`config.mk`:
```
export PLATFORM = sky130hd
export DESIGN_NAME = rob_commit_queue
export DESIGN_NICKNAME = d
export VERILOG_FILES = /design/src/rtl/rob_pkg.sv /design/src/rtl/rob_ptr.sv /design/src/rtl/rob_commit_queue.sv
export SDC_FILE = /design/constraint.sdc
export NUM_CORES = 1
export LEC_CHECK = 0
export ABC_CLOCK_PERIOD_IN_PS = 10650
export CAP_MARGIN = 30
export CORE_MARGIN = 5
export CORE_UTILIZATION = 46
export DETAILED_ROUTE_END_ITERATION = 10
export GPL_TIMING_DRIVEN = 0
export PLACE_DENSITY = 0.64
export SLEW_MARGIN = 40
export SYNTH_ARGS = -nofsm -noshare
export SYNTH_HDL_FRONTEND = slang
export SYNTH_SLANG_ARGS = --single-unit
```
`constraint.sdc`:
```
create_clock -name clk -period 10.65 [get_ports clk]
set_input_delay 1.5975 -clock clk [delete_from_list [all_inputs] [get_ports clk]]
set_output_delay 1.5975 -clock clk [all_outputs]
set_load 0.02 [all_outputs]
```
`src/rtl/rob_pkg.sv`:
```
// Shared types for the reorder buffer: per-entry state, entry record and
// the decoder command-type codes.
package rob_pkg;

  typedef enum logic [1:0] {
    EMPTY = 2'd0,
    WAIT  = 2'd1,
    DONE  = 2'd2
  } rob_state_t;

  localparam int ROB_DATA_W = 64;

  localparam logic [2:0] CT_ALU   = 3'd0;
  localparam logic [2:0] CT_STUR  = 3'd1;
  localparam logic [2:0] CT_BCOND = 3'd3;
  localparam logic [2:0] CT_CBZ   = 3'd5;
  localparam logic [2:0] CT_BR    = 3'd6;
  localparam logic [2:0] CT_BL    = 3'd7;

  typedef struct packed {
    rob_state_t            state;
    logic [4:0]            regRD;
    logic                  regWrite;
    logic [2:0]            commandType;
    logic                  mispredict;
    logic [ROB_DATA_W-1:0] data;
  } rob_entry_t;

  function automatic rob_entry_t rob_empty_entry();
    rob_entry_t e;
    e = '0;
    return e;
  endfunction

endpackage

```
`src/rtl/rob_ptr.sv`:
```
// Wrap-around pointer register with increment enable and synchronous clear.
module rob_ptr #(
  parameter int W = 3
) (
  input  logic         clk,
  input  logic         reset,
  input  logic         clr_i,
  input  logic         inc_i,
  output logic [W-1:0] ptr_o
);

  logic [W-1:0] ptr_q, ptr_d;

  // Power-of-two depth lets the natural W-bit overflow provide the wrap.
  always_comb begin
    ptr_d = ptr_q;
    if (clr_i) begin
      ptr_d = '0;
    end else if (inc_i) begin
      ptr_d = ptr_q + W'(1);
    end
  end

  always_ff @(posedge clk) begin
    if (reset) begin
      ptr_q <= '0;
    end else begin
      ptr_q <= ptr_d;
    end
  end

  assign ptr_o = ptr_q;

endmodule

```
`src/rtl/rob_commit_queue.sv`:
```
// In-order reorder buffer: program-order allocate, out-of-order writeback by
// tag, in-order retirement with a flush on a retiring mispredicted branch.
module rob_commit_queue
  import rob_pkg::*;
#(
  parameter int DEPTH  = 8,
  parameter int TAG_W  = 3,
  parameter int DATA_W = 64
) (
  input  logic              clk,
  input  logic              reset,
  input  logic              alloc_valid_i,
  output logic              alloc_ready_o,
  input  logic [4:0]        alloc_regRD_i,
  input  logic              alloc_regWrite_i,
  input  logic [2:0]        alloc_commandType_i,
  output logic [TAG_W-1:0]  alloc_tag_o,
  input  logic              wb_valid_i,
  input  logic [TAG_W-1:0]  wb_tag_i,
  input  logic [DATA_W-1:0] wb_data_i,
  input  logic              wb_mispredict_i,
  output logic              commit_valid_o,
  input  logic              commit_ready_i,
  output logic              commit_regWrite_o,
  output logic [4:0]        commit_regRD_o,
  output logic [DATA_W-1:0] commit_data_o,
  output logic [TAG_W-1:0]  commit_tag_o,
  output logic              flush_o,
  output logic [TAG_W:0]    count_o
);

  // Handshakes: a transfer fires on a cycle where valid and ready are both
  // high; valid never depends on ready, and offered fields hold until fire.

  localparam logic [TAG_W:0] DEPTH_CNT = (TAG_W+1)'(DEPTH);

  rob_entry_t       entries_q [DEPTH];
  rob_entry_t       entries_d [DEPTH];
  logic [TAG_W:0]   count_q, count_d;
  logic [TAG_W-1:0] head_q, tail_q;
  rob_entry_t       head_e;
  logic             alloc_fire, commit_fire;
  logic             unused_head_bits;

  assign head_e           = entries_q[head_q];
  assign unused_head_bits = ^head_e.commandType;

  assign commit_valid_o = !reset && (head_e.state == DONE);
  assign commit_fire    = commit_valid_o && commit_ready_i;
  assign flush_o        = commit_fire && head_e.mispredict;
  // Ready uses the pre-commit count, so a full queue never bypasses.
  assign alloc_ready_o  = !reset && (count_q < DEPTH_CNT) && !flush_o;
  assign alloc_fire     = alloc_valid_i && alloc_ready_o;

  assign alloc_tag_o       = tail_q;
  assign commit_tag_o      = head_q;
  assign commit_regWrite_o = head_e.regWrite;
  assign commit_regRD_o    = head_e.regRD;
  assign commit_data_o     = head_e.data[DATA_W-1:0];
  assign count_o           = count_q;

  rob_ptr #(.W(TAG_W)) u_head (
    .clk   (clk),
    .reset (reset),
    .clr_i (flush_o),
    .inc_i (commit_fire),
    .ptr_o (head_q)
  );

  rob_ptr #(.W(TAG_W)) u_tail (
    .clk   (clk),
    .reset (reset),
    .clr_i (flush_o),
    .inc_i (alloc_fire),
    .ptr_o (tail_q)
  );

  always_comb begin
    entries_d = entries_q;
    count_d   = count_q + {{TAG_W{1'b0}}, alloc_fire} - {{TAG_W{1'b0}}, commit_fire};
    if (flush_o) begin
      count_d = '0;
      for (int i = 0; i < DEPTH; i++) begin
        entries_d[i] = rob_empty_entry();
      end
    end else begin
      // Writebacks only land on WAIT entries, so they never collide with the
      // DONE head being retired or the EMPTY slot being allocated.
      if (wb_valid_i && (entries_q[wb_tag_i].state == WAIT)) begin
        entries_d[wb_tag_i].state      = DONE;
        entries_d[wb_tag_i].data       = ROB_DATA_W'(wb_data_i);
        entries_d[wb_tag_i].mispredict = wb_mispredict_i;
      end
      if (commit_fire) begin
        entries_d[head_q] = rob_empty_entry();
      end
      if (alloc_fire) begin
        entries_d[tail_q]             = rob_empty_entry();
        entries_d[tail_q].state       = WAIT;
        entries_d[tail_q].regRD       = alloc_regRD_i;
        entries_d[tail_q].regWrite    = alloc_regWrite_i;
        entries_d[tail_q].commandType = alloc_commandType_i;
      end
    end
  end

  always_ff @(posedge clk) begin
    if (reset) begin
      count_q <= '0;
      for (int i = 0; i < DEPTH; i++) begin
        entries_q[i] <= rob_empty_entry();
      end
    end else begin
      count_q <= count_d;
      for (int i = 0; i < DEPTH; i++) begin
        entries_q[i] <= entries_d[i];
      end
    end
  end

endmodule
```
==> impl_metrics.py <==
metrics = {
    "drt": {
        "drtIter0Drc": 2652,
        "avgRoutedWirePerCell_um": 24.1,
        "drt_pass1_iterations": 6,
        "vias": 24860,
        "ant_nets": 0,
        "postRouteWirelength_um": 101000,
        "vias_per_cell": 5.93,
        "drc": 0,
    },
    "final_layout": {
        "stdcell_area_um2": 30900,
        "syn_to_final_growth_pct": 15.7,
        "nets": 3458,
        "drive_gt1_share_pct": 10.5,
        "most-common-layout-cells": "nand2_1, dfxtp_1, a21oi_1, mux2i_1, nor2_1",
        "layout_commonest_cell": "nand2_1",
        "fin_util_pct": 53.6,
        "num-fill-cells": 5275,
    },
    "run": {
        "maxCapViolCount": 0,
    },
    "cts": {
        "cts_sinks": 594,
        "cts_resized": 0,
        "cts_buffers": 61,
        "insertion_delay_ps": 660,
        "post_cts_buffers": 0,
        "cts_root_buffer": "clkbuf_16",
        "path_clk_slew_ps": 60,
        "postCtsHoldBufs": 0,
        "htreeDepth": 2,
        "cts_tree": "built",
        "clockBufferDepth": 3,
    },
    "yosys": {
        "postSynth.asyncResetShare_pct": 0,
        "syn-mean-instance-area_um2": 8.31,
        "synth-seq-cells": 594,
        "netlist_area_um2": 26700,
        "ys_seq_area_share_pct": 44.6,
        "yosys_warnings": 0,
        "syn_inst": 3210,
        "ys.flop_type": "dfxtp_1",
        "synth_edf_count": 0,
        "yosysUniqueCellTypes": 65,
        "synthesis.nets": 3299,
    },
    "sta": {
        "fmax_mhz": 153,
        "post-route-period-util_pct": 61.4,
        "min_period_ps": 6540,
        "setup_tns_ps": 0,
        "worst_pin_slew_ps": 975,
        "rsz0062_at_grt": "false",
        "slew_headroom_pct": 34.3,
        "final_hold_viol_count": 0,
        "finalSetupViolCount": 0,
        "slew_viol_final": 0,
        "skew_ps": 32.8,
    },
    "grt": {
        "grt_pass1_vias": 24325,
        "grt-ovfl-total": 0,
        "antenna_found_initial": 10,
        "grt_pass1_wl_um": 149000,
        "grt_usage_pct": 30.5,
        "grt_max_degree": 17,
    },
    "status": {
        "status": "finished, final reports clean",
    },
    "floorplanning": {
        "start_util_pct": 46.3,
        "die_area_um2": 62900,
        "die_w_um": 251,
        "placementRows": 88,
        "core_um2": 57600,
        "die_h_um": 251,
        "pin_count": 165,
    },
    "min_path": {
        "hold_class": "flip-flop to flip-flop",
        "min_from": "entries_q[104]",
    },
    "power_and_ir_drop": {
        "powerDensity_nw_per_um2": 158,
        "peakVddDrop_uv": 137,
        "p_leak_uw": 0.0103,
        "power_uw": 4890,
    },
    "placement": {
        "place.gp.congestion": 0.960,
        "dp_hpwl_um": 68500,
        "port_buffers": 95,
        "placed_cell_area_um2": 28700,
    },
    "critical_path": {
        "r2r-start": "u_head.ptr_o[1]",
        "end_kind": "output pin",
        "start_kind": "flip-flop",
        "required_ps": 9050,
        "worstSetupPathType": "flip-flop to output pin",
        "critPathMaxFanout": 10,
        "critPathArrivalTime_ps": 4940,
        "startpoint": "u_head.ptr_o[1]",
    },
}
cells by family (layout without fill, tap and decap cells):
logic type / after synthesis / after routing / share of synthesized area [%]
AND/OR/NAND/NOR: 1156 / 1156 / 17.1
AO/OA/AOI/OAI: 667 / 667 / 15.2
flip-flops: 594 / 594 / 44.6
multiplexers: 438 / 438 / 16.9
buffers and inverters: 341 / 550 / 5.62
adder cells (fa/ha/maj): 7 / 7 / 0.356
XOR/XNOR: 7 / 7 / 0.230
other: 0 / 7 / 0
stage by stage:
step,setup WS [ps],hold slack (ps),instances
floorplan,5510,430,3210
global placement,4170,438,4070
detailed placement,4540,446,4070
CTS,4190,454,4183
global route,4200,472,4187
finish,4110,456,4191
worst paths after layout:
check,cells after the start,slack [ps],end
worst max-delay path,7,4110,commit_data_o[0]
worst min-delay path,2,460,entries_q[104]
worst max register to register,14,6580,count_o[3]
worst min register to register,2,460,entries_q[104]
registers in the layout, summed over array words and instances (netlist names):
register and flops:
count_o 4, u_tail.ptr_o 3, entries_q 584, u_head.ptr_o 3
where the power goes:
part	internal [µW]	total, µW	switching, µW
logic	104	339	234
registers	2250	2270	19.4
clock network	1340	2280	944
critical path, cell delays in order, from the launching register on:
cell and delay [ps]:
dfxtp_1 570, buf_2 320, clkbuf_1 660, nor2b_1 550, clkbuf_1 770, a22oi_1 210
o221ai_1 500, clkdlybuf4s50_1 720
per-layer routing:
metal	vias up	track usage [%]	wire length (µm)
met3	356	8.49	11400
li1	11216	-	-
met4	10	15.5	5920
met5	-	0	74
met2	1373	48.1	44800
met1	11905	38.6	39000
cell usage after synthesis (13+ instances only):
cell type	n	share of area (%)
nand2_1	753	11
nor2_1	286	4.0
mux2i_1	361	14
inv_1	22	0.31
buf_2	38	0.71
o2bb2ai_1	18	0.59
dfxtp_1	594	45
o22a_1	13	0.43
clkbuf_1	225	3.2
a22oi_1	23	0.65
buf_1	25	0.35
a21oi_1	413	7.7
nor3_1	69	1.3
o21ai_0	50	0.94
a21oi_2	41	1.3
o221ai_1	48	1.6
buf_6	17	0.72
mux2_2	75	3.2
layout make-up:
type	instances	area [µm²]	area share, %
multi-input combinational	2275	13300	43.2
sequential	594	11900	38.5
clock buffer	85	1780	5.76
buffer	317	1460	4.74
timing repair buffer	96	962	3.12
tap	765	957	3.10
clock inverter	28	363	1.18
inverter	24	90.1	0.292
antenna	7	17.5	0.0568
(Power assumes the default switching activity.)
